## src/rtl/fetch_seq_pkg.sv

```systemverilog
// fetch_seq_pkg: shared constants for the fetch sequencer.
//   - RESET_PC_DEFAULT : first fetch address after reset
//   - NPC_* codes      : next-PC operation encoding carried on redir_op
//   - ST_* codes       : fetch FSM state encoding
//   - pc_plus4()       : sequential next-PC helper (wraps mod 2^32)
package fetch_seq_pkg;

  localparam logic [31:0] RESET_PC_DEFAULT = 32'h0000_3000;
  localparam int          NPC_OP_W         = 2;

  localparam logic [1:0] NPC_PLUS4  = 2'd0;
  localparam logic [1:0] NPC_BRANCH = 2'd1;
  localparam logic [1:0] NPC_JUMP   = 2'd2;
  localparam logic [1:0] NPC_RS     = 2'd3;

  localparam logic [1:0] ST_IDLE  = 2'd0;
  localparam logic [1:0] ST_REQ   = 2'd1;
  localparam logic [1:0] ST_HOLD  = 2'd2;
  localparam logic [1:0] ST_DRAIN = 2'd3;

  function automatic logic [31:0] pc_plus4(input logic [31:0] pc);
    return pc + 32'd4;
  endfunction

endpackage

```

## src/rtl/fetch_seq_if.sv

```systemverilog
// fetch_seq_if: instruction-memory request/ack bus.
//   imem_req   : fetch request, held until imem_ack
//   imem_addr  : word-aligned fetch address
//   imem_ack   : request accepted, imem_rdata valid this cycle
//   imem_rdata : fetched instruction word
// master = fetch sequencer side, slave = instruction memory side.
interface fetch_seq_if;
  logic        imem_req;
  logic [31:0] imem_addr;
  logic        imem_ack;
  logic [31:0] imem_rdata;

  modport master (output imem_req, output imem_addr, input imem_ack, input imem_rdata);
  modport slave  (input imem_req, input imem_addr, output imem_ack, output imem_rdata);
endinterface

```

## src/rtl/fetch_seq_npc_calc.sv

```systemverilog
// fetch_seq_npc_calc: combinational redirect-target computation.
//   op       : next-PC operation (PLUS4/BRANCH/JUMP/RS)
//   pc       : PC of the redirecting instruction
//   imm      : imm16 in [15:0] for BRANCH, index26 for JUMP
//   rs       : register target for RS
//   target   : word-aligned next PC
//   misalign : RS target had nonzero [1:0] and was truncated
module fetch_seq_npc_calc
  import fetch_seq_pkg::*;
#(
  parameter int OP_W = NPC_OP_W
) (
  input  logic [OP_W-1:0] op,
  input  logic [31:0]     pc,
  input  logic [25:0]     imm,
  input  logic [31:0]     rs,
  output logic [31:0]     target,
  output logic            misalign
);

  logic [31:0] p4_s;
  logic [31:0] br_off_s;

  // Select the next-PC target; all arithmetic wraps mod 2^32.
  always_comb begin
    p4_s     = pc_plus4(pc);
    br_off_s = {{14{imm[15]}}, imm[15:0], 2'b00};
    misalign = 1'b0;
    case (op)
      NPC_PLUS4:  target = p4_s;
      NPC_BRANCH: target = p4_s + br_off_s;
      NPC_JUMP:   target = {p4_s[31:28], imm, 2'b00};
      NPC_RS: begin
        target   = {rs[31:2], 2'b00};
        misalign = (rs[1:0] != 2'b00);
      end
      default:    target = p4_s;
    endcase
  end

endmodule

```

## src/rtl/fetch_seq.sv

```systemverilog
// fetch_seq: fetch sequencer owning the architectural PC.
//   clk, rstn   : clock, asynchronous active-low reset
//   imem        : instruction-memory request/ack bus (master side)
//   inst_valid/inst_ready/inst_out/inst_pc : one-entry buffer towards decode
//   redir_*     : next-PC redirect from decode (1-cycle pulse)
//   fetch_err   : pulse in the cycle after an RS redirect with a misaligned target
// At most one IMEM request is outstanding; a redirect that arrives while a request
// is unacknowledged is parked in pend_r (DRAIN) so the bus stays stable until ack.
module fetch_seq
  import fetch_seq_pkg::*;
#(
  parameter logic [31:0] RESET_PC = RESET_PC_DEFAULT,
  parameter int          OP_W     = NPC_OP_W
) (
  input  logic            clk,
  input  logic            rstn,
  fetch_seq_if.master     imem,
  output logic            inst_valid,
  input  logic            inst_ready,
  output logic [31:0]     inst_out,
  output logic [31:0]     inst_pc,
  input  logic            redir_valid,
  input  logic [OP_W-1:0] redir_op,
  input  logic [31:0]     redir_pc,
  input  logic [25:0]     redir_imm,
  input  logic [31:0]     redir_rs,
  output logic            fetch_err
);

  logic [1:0]  state_r;
  logic [31:0] pc_r;
  logic [31:0] pend_r;
  logic        req_r;
  logic        valid_r;
  logic [31:0] inst_r;
  logic [31:0] inst_pc_r;
  logic        err_r;

  logic [1:0]  state_nxt_s;
  logic [31:0] pc_nxt_s;
  logic [31:0] pend_nxt_s;
  logic        load_buf_s;
  logic        drop_buf_s;
  logic [31:0] target_s;
  logic        misalign_s;

  fetch_seq_npc_calc #(.OP_W(OP_W)) u_npc_calc (
    .op       (redir_op),
    .pc       (redir_pc),
    .imm      (redir_imm),
    .rs       (redir_rs),
    .target   (target_s),
    .misalign (misalign_s)
  );

  // Next-state, next-PC and buffer-control decode.
  always_comb begin
    state_nxt_s = state_r;
    pc_nxt_s    = pc_r;
    pend_nxt_s  = pend_r;
    load_buf_s  = 1'b0;
    drop_buf_s  = 1'b0;
    case (state_r)
      ST_IDLE: begin
        state_nxt_s = ST_REQ;
      end
      ST_REQ: begin
        if (imem.imem_ack && !redir_valid) begin
          load_buf_s  = 1'b1;
          state_nxt_s = ST_HOLD;
        end else if (imem.imem_ack) begin
          // Word arrived but is already stale: drop it and fetch the target.
          pc_nxt_s = target_s;
        end else if (redir_valid) begin
          // Address must stay stable until ack, so park the target.
          pend_nxt_s  = target_s;
          state_nxt_s = ST_DRAIN;
        end else begin
          state_nxt_s = ST_REQ;
        end
      end
      ST_HOLD: begin
        // A redirect outranks consumption of the buffered word.
        if (redir_valid) begin
          drop_buf_s  = 1'b1;
          pc_nxt_s    = target_s;
          state_nxt_s = ST_REQ;
        end else if (inst_ready) begin
          drop_buf_s  = 1'b1;
          pc_nxt_s    = pc_plus4(pc_r);
          state_nxt_s = ST_REQ;
        end else begin
          state_nxt_s = ST_HOLD;
        end
      end
      ST_DRAIN: begin
        if (redir_valid) begin
          pend_nxt_s = target_s;
        end else begin
          pend_nxt_s = pend_r;
        end
        if (imem.imem_ack) begin
          pc_nxt_s    = redir_valid ? target_s : pend_r;
          state_nxt_s = ST_REQ;
        end else begin
          state_nxt_s = ST_DRAIN;
        end
      end
      default: begin
        state_nxt_s = ST_IDLE;
      end
    endcase
  end

  // FSM, PC, pending target and request registers.
  always_ff @(posedge clk or negedge rstn) begin
    if (!rstn) begin
      state_r <= ST_IDLE;
      pc_r    <= RESET_PC;
      pend_r  <= 32'd0;
      req_r   <= 1'b0;
    end else begin
      state_r <= state_nxt_s;
      pc_r    <= pc_nxt_s;
      pend_r  <= pend_nxt_s;
      req_r   <= (state_nxt_s == ST_REQ) || (state_nxt_s == ST_DRAIN);
    end
  end

  // Decode-facing instruction buffer and error pulse.
  always_ff @(posedge clk or negedge rstn) begin
    if (!rstn) begin
      valid_r   <= 1'b0;
      inst_r    <= 32'd0;
      inst_pc_r <= 32'd0;
      err_r     <= 1'b0;
    end else begin
      if (load_buf_s) begin
        valid_r   <= 1'b1;
        inst_r    <= imem.imem_rdata;
        inst_pc_r <= pc_r;
      end else if (drop_buf_s) begin
        valid_r   <= 1'b0;
      end else begin
        valid_r   <= valid_r;
      end
      err_r <= redir_valid && misalign_s;
    end
  end

  assign imem.imem_req  = req_r;
  assign imem.imem_addr = pc_r;
  assign inst_valid     = valid_r;
  assign inst_out       = inst_r;
  assign inst_pc        = inst_pc_r;
  assign fetch_err      = err_r;

endmodule

```

## src/flat_wrapper.sv

```systemverilog
// flat-port wrapper written by rule: the top's interface ports become plain ports
module fetch_seq_flat import fetch_seq_pkg::*;
#(
  parameter logic [31:0] RESET_PC = RESET_PC_DEFAULT,
  parameter int          OP_W     = NPC_OP_W
)
  (clk, rstn, inst_valid, inst_ready, inst_out, inst_pc, redir_valid, redir_op, redir_pc, redir_imm, redir_rs, fetch_err, imem_imem_req, imem_imem_addr, imem_imem_ack, imem_imem_rdata);
  fetch_seq_if imem_i ();
  input  logic clk;
  input  logic rstn;
  output logic inst_valid;
  input  logic inst_ready;
  output logic [31:0] inst_out;
  output logic [31:0] inst_pc;
  input  logic redir_valid;
  input  logic [OP_W-1:0] redir_op;
  input  logic [31:0] redir_pc;
  input  logic [25:0] redir_imm;
  input  logic [31:0] redir_rs;
  output logic fetch_err;
  output wire logic [$bits(imem_i.imem_req)-1:0] imem_imem_req;
  output wire logic [$bits(imem_i.imem_addr)-1:0] imem_imem_addr;
  input wire logic [$bits(imem_i.imem_ack)-1:0] imem_imem_ack;
  input wire logic [$bits(imem_i.imem_rdata)-1:0] imem_imem_rdata;
  assign imem_imem_req = imem_i.imem_req;
  assign imem_imem_addr = imem_i.imem_addr;
  assign imem_i.imem_ack = imem_imem_ack;
  assign imem_i.imem_rdata = imem_imem_rdata;
  fetch_seq #(.RESET_PC(RESET_PC), .OP_W(OP_W)) u_core (.clk(clk), .rstn(rstn), .imem(imem_i), .inst_valid(inst_valid), .inst_ready(inst_ready), .inst_out(inst_out), .inst_pc(inst_pc), .redir_valid(redir_valid), .redir_op(redir_op), .redir_pc(redir_pc), .redir_imm(redir_imm), .redir_rs(redir_rs), .fetch_err(fetch_err));
endmodule
```

## config.mk

```make
export PLATFORM = sky130hd
export DESIGN_NAME = fetch_seq_flat
export DESIGN_NICKNAME = d
export VERILOG_FILES = /design/src/rtl/fetch_seq_pkg.sv /design/src/rtl/fetch_seq_if.sv /design/src/rtl/fetch_seq_npc_calc.sv /design/src/rtl/fetch_seq.sv /design/src/flat_wrapper.sv
export SDC_FILE = /design/constraint.sdc
export NUM_CORES = 1
export LEC_CHECK = 0
export CAP_MARGIN = 5
export CORE_ASPECT_RATIO = 1.2
export CORE_MARGIN = 2
export CORE_UTILIZATION = 50
export CTS_BUF_LIST = sky130_fd_sc_hd__clkbuf_4 sky130_fd_sc_hd__clkbuf_8 sky130_fd_sc_hd__clkbuf_16
export CTS_CLUSTER_DIAMETER = 150
export DETAILED_ROUTE_END_ITERATION = 7
export PLACE_DENSITY = 0.81
export REMOVE_ABC_BUFFERS = 1
export SLEW_MARGIN = 5
export SYNTH_ARGS = -nofsm -noshare
export SYNTH_HDL_FRONTEND = slang
export SYNTH_SLANG_ARGS = --single-unit
```

## constraint.sdc

```tcl
create_clock -name clk -period 3.2 [get_ports clk]
set_clock_uncertainty 0.05 [all_clocks]
set_input_delay 0.96 -clock clk [delete_from_list [all_inputs] [get_ports clk]]
set_output_delay 0.96 -clock clk [all_outputs]
set_load 0.01 [all_outputs]
```

## Yosys cells after proc, flatten, opt, wreduce, memory -nomap -nowiden

Index checks and enable logic that the tools add are counted.

- Output and inout bits: 99
- Logic and storage cells: 62
- Input port bits: 129
- Flip-flop bits (word level): 133

- Mux-type cells: 26
- $add $sub $neg: 3
- Eq/ne operators: 13
- Reduce and logical (&&, ||, !) cells: 12

Operators with widths:

| cell | number |
|---|---|
| $mux W32 | 8 |
| $pmux W32 S4 | 1 |
| $pmux W32 S3 | 1 |
| $add A32 B3 Y32 const B | 2 |
| $pmux W32 S2 | 1 |
| $add A32 B32 Y32 | 1 |
| $mux W2 | 6 |
| $eq A2 B2 Y1 const B | 5 |
| $mux W1 | 8 |
| $ne A2 B2 Y1 const B | 4 |
| $pmux W2 S4 | 1 |
| $eq A2 B1 Y1 const B | 3 |
| $reduce_bool A2 Y1 | 3 |
| $reduce_and A5 Y1 | 1 |
| $logic_not A2 Y1 | 2 |
| $ne A3 B3 Y1 const B | 1 |
| $reduce_and A3 Y1 | 1 |
| $reduce_bool A3 Y1 | 1 |
| $logic_and A1 B1 Y1 | 2 |
| $logic_not A1 Y1 | 1 |
| $logic_or A1 B1 Y1 | 1 |

## Longest topological paths before layout

- Depth in word-level cells: 7
- Gate-level depth with buffers: 18
- Depth with buffers taken out: 18

## Cells and area by module

From an unflattened synthesis, not the netlist that was laid out.

- Cells, all modules: 887
- Area total of the unflattened synthesis: 9036.2 µm²

By module, submodules not included:

| module | area each (µm²) | sequential area each (µm²) | times used | cells an instance |
|---|---|---|---|---|
| fetch_seq | 6199.7 | 3305.7 | 1 | 533 |
| fetch_seq_npc_calc | 2836.5 | 0.0 | 1 | 354 |

## Worst setup path before layout

Ideal clock, no wire load.

- Path type: input -> register
- From: in redir_pc[2]
- To: reg u_core.pc_r[31] (netlist: u_core.imem.imem_addr[31])
- Path slack: -0.873 ns
- Data arrival time: 3.885 ns
- Library setup time: 0.138 ns
- Required time: 3.012 ns
- Stages on the path: 15
- Buffers on the path: 0
- Path through: ha_1 > nand2_1 > nor2_1 > nand3_1 > nor3_2 > xor2_1 > ha_1 > a21o_1 > a211oi_1 > o21ai_0 > o21a_1 > o41a_1 > xor2_1 > o311ai_1 > a21oi_1

- Longest elaborated chain between the ends: 6
- Elaborated cells between the ends (all ways): 9
- Classes of those cells: add/sub: 2; mux: 7

Ends and longest elaborated chain:

| item | line | source |
|---|---|---|
| start: declaration | flat_wrapper.sv:17 | `input logic [31:0] redir_pc;` |
| $add A32 B3 Y32 (*) | fetch_seq_pkg.sv:22 | `return pc + 32'd4;` |
| $add A32 B32 Y32 | fetch_seq_npc_calc.sv:31 | `NPC_BRANCH: target = p4_s + br_off_s;` |
| $pmux W32 S4 (*) | fetch_seq_npc_calc.sv:29 | `case (op)` |
| $mux W32, on equally long branches | n/a |  |
| $mux W32, on equally long branches | fetch_seq.sv:102, fetch_seq.sv:68 |  |
| $pmux W32 S3 (*) | fetch_seq.sv:63 | `case (state_r)` |
| end signal: assignment | fetch_seq.sv:124 | `pc_r <= pc_nxt_s;` |
| end: declaration | fetch_seq.sv:31 | `logic [31:0] pc_r;` |

Every way passes the cells marked *; elsewhere a longest branch is shown, timed or not. The select of a mux whose other input is x is not followed.
A chain may end at the register's enable or synchronous reset.

## Worst setup path in the final report

- From: in redir_pc[2]
- To: reg u_core.pc_r[28] (netlist: u_core.imem.imem_addr[28])

The elaborated chain is that of the path after synthesis.

==> flow_summary.ini <==
[final_layout]
drive_gt1_share_pct = 37.00
stdcell_count = 1566
multi_input_area_sq_mm = 0.006411
syn_to_final_growth_pct = 63.66
fin_nets = 1496
seq_area_sq_mm = 0.003307
mostFrequentLayoutCells = clkdlybuf4s50_1 (201), buf_4 (163), dfrtp_1 (129)
final_common_cell = clkdlybuf4s50_1
insertedDiodeCount = 0
nFillCells = 985

[logic_synthesis]
ys_top_cells_by_area = dfrtp_1 (37%), mux2_2 (11%), nand2_1 (5.0%)
synth_ff_type = dfrtp_1
ys_seq_area_share_pct = 37.24
synth_top_area_share_pct = 36.65
synth_cell_types = 68
syn_area_sq_mm = 0.008876
synth_edf_count = 0
synth_cells = 942
synth_top_cell_by_area = dfrtp_1
ys_async_sr_fraction_pct = 100.0
synth.avg_cell_area_sq_um = 9.423
synth_seq_cells = 132
yosysWarnings = 0

[timing]
final-setup-viol-count = 44
rsz0062_at_grt = yes
finalHoldViolCount = 0
period_minus_slack_ps = 3955
worst_slack_ps = -754.8
final.period_utilization_pct = 123.6
relSlewSlack_pct = 58.23
fin_hold_ws_ps = 438.4
worst_pin_slew_ps = 626.6
fmax_mhz = 252.9
slew_viol_final = 0

[outcome]
status = finished with violations
violations = setup timing

[die]
ios = 228
initial_utilization_pct = 50.89
die_x_um = 125.6
die_h_um = 150.0
fp-row-count = 53
core_area_sq_mm = 0.01744
die_area_sq_mm = 0.01884

[clock_tree]
cts_tree = built
hold_buffers = 0
cts_made_buffers = 17
htree_levels = 4
path_clk_slew_ps = 60
clkLatencyLatePin_ps = 410
cts_root_buf = clkbuf_16
cts_sinks = 132
clock_path_buffers = 2

[placed_design]
place_congestion = 0.8863
place_inst = 1490
numPortBuffers = 227
dp_hpwl_um = 20260

[flow_run]
cap_violations = 0

[routing]
routed_via_density = 6.085
drc = 0
vias = 9529
drtPass1Iterations = 5
wl_um = 32110
wl_per_cell_um = 20.51
drt-initial-drc-count = 680
ant_nets = 0

[hold_path]
hp-class = reg -> reg

[global_route]
grt_pass1_vias = 9402
grt_antenna_before_repair = 0
overflow = 0
grt_max_degree = 69
grtUsageTotal_pct = 29.71
grt_pass1_wl_um = 45280

[critical_path]
crit_path_end_kind = flop
cp.required_ps = 3440
cp_max_fo = 3
crit_arrival_ps = 4190
path_class = in -> reg
cp-start-kind = primary input

[power]
p_per_area_mw_per_mm2 = 562.0
ir_worst_vdd_mv = 0.3159
p_leak_nw = 6.165
routing by layer:
metal	global-route usage, %	wire, um
met1	32.96	11320
met5	0	0
met3	5.649	2480
met2	54.05	16350
met4	15.44	1967
synthesized netlist by cell type (17+ instances only):
master,instances
xnor2_1,44
xor2_1,24
nor2_1,63
nand3_1,25
ha_1,33
inv_1,19
a21o_1,17
a21oi_1,60
nand2_1,119
clkbuf_1,39
o21ai_0,80
mux2_2,83
dfrtp_1,130
flip-flops by register name, indices dropped and copies added (netlist names):
signal	cells
u_core.inst_pc	32
u_core.imem.imem_addr	32
u_core.inst_out	32
u_core.pend_r	32
u_core.state_r	2
u_core.inst_valid	1
u_core.fetch_err	1
report_power, final:
group          leakage [nW]  total, W  internal [W]  switching, W
Sequential             1.57   0.00269       0.00223      0.000460
Clock                 0.286   0.00194       0.00121      0.000728
Combinational          4.31   0.00354       0.00200       0.00154
Total                  6.16   0.00816       0.00543       0.00273
stage by stage:
stage / setup slack (ps) / instance area (sq um) / util [%] / TNS (ps) / power (W)
after CTS: -561.7 / 13740 / 78.76 / -13230 / 0.007904
after global placement: -1649 / 12420 / 71.24 / -62810 / 0.005686
final: -754.8 / 14530 / 83.29 / -19650 / 0.008163
after floorplan: -1690 / 8697 / - / -136520 / 0.004049
after detailed placement: -1746 / 12420 / 71.24 / -67400 / 0.005811
after global routing: -870.8 / 14530 / 83.29 / -25250 / 0.008551
final cells by class:
class                      instances  area share, %
sequential                       132          22.76
clock buffer                      21          3.221
tap                              220          1.895
timing repair buffer             419          26.62
clock inverter                    11         0.8786
inverter                          19         0.4910
multi-input combinational        744          44.13
critical path, stage by stage:
cell and delay (ps):
buf_8 90, nand3_4 110, nor2_4 120, buf_6 120, buf_12 100, nand3_1 110
xnor2_2 220, ha_1 330, a21oi_2 270, o21a_1 190, o21ai_2 70, a31o_1 200
a41oi_4 210, o221a_1 270, nor4b_2 60, o32a_1 350, a222oi_1 320, inv_1 100
kinds of logic (layout without fill, tap and decap cells):
group	Yosys count	in the layout	synth area share, %
buffers and inverters	66	470	2.819
multiplexers	111	111	15.80
AO/OA/AOI/OAI	245	245	17.41
AND/OR/NAND/NOR	286	286	15.14
flip-flops	132	132	37.24
adder cells (fa/ha/maj)	34	34	4.877
XOR/XNOR	68	68	6.710
final timing paths:
| check | from | end | slack, ps | cells past startpoint |
|---|---|---|---|---|
| setup reg to reg | u_core.imem.imem_addr[10] | u_core.imem.imem_addr[31] | 460 | 10 |
| hold / removal | u_core.pend_r[19] | u_core.pend_r[19] | 440 | 2 |
| max in group asynchronous | rstn | u_core.imem.imem_addr[27] | 1840 | 2 |
| setup / recovery | redir_pc[2] | u_core.imem.imem_addr[28] | -750 | 18 |
| hold reg to reg | u_core.pend_r[19] | u_core.pend_r[19] | 440 | 2 |
| min in group asynchronous | rstn | u_core.inst_pc[11] | 480 | 1 |
repair_timing:
item / 4_1_cts / 5_1_grt
pin swaps: 88 / 73
buffers inserted: 23 / 24
resized for setup: 210 / 108
setup endpoints to repair: 53 / 49
(Power assumes the default switching activity.)
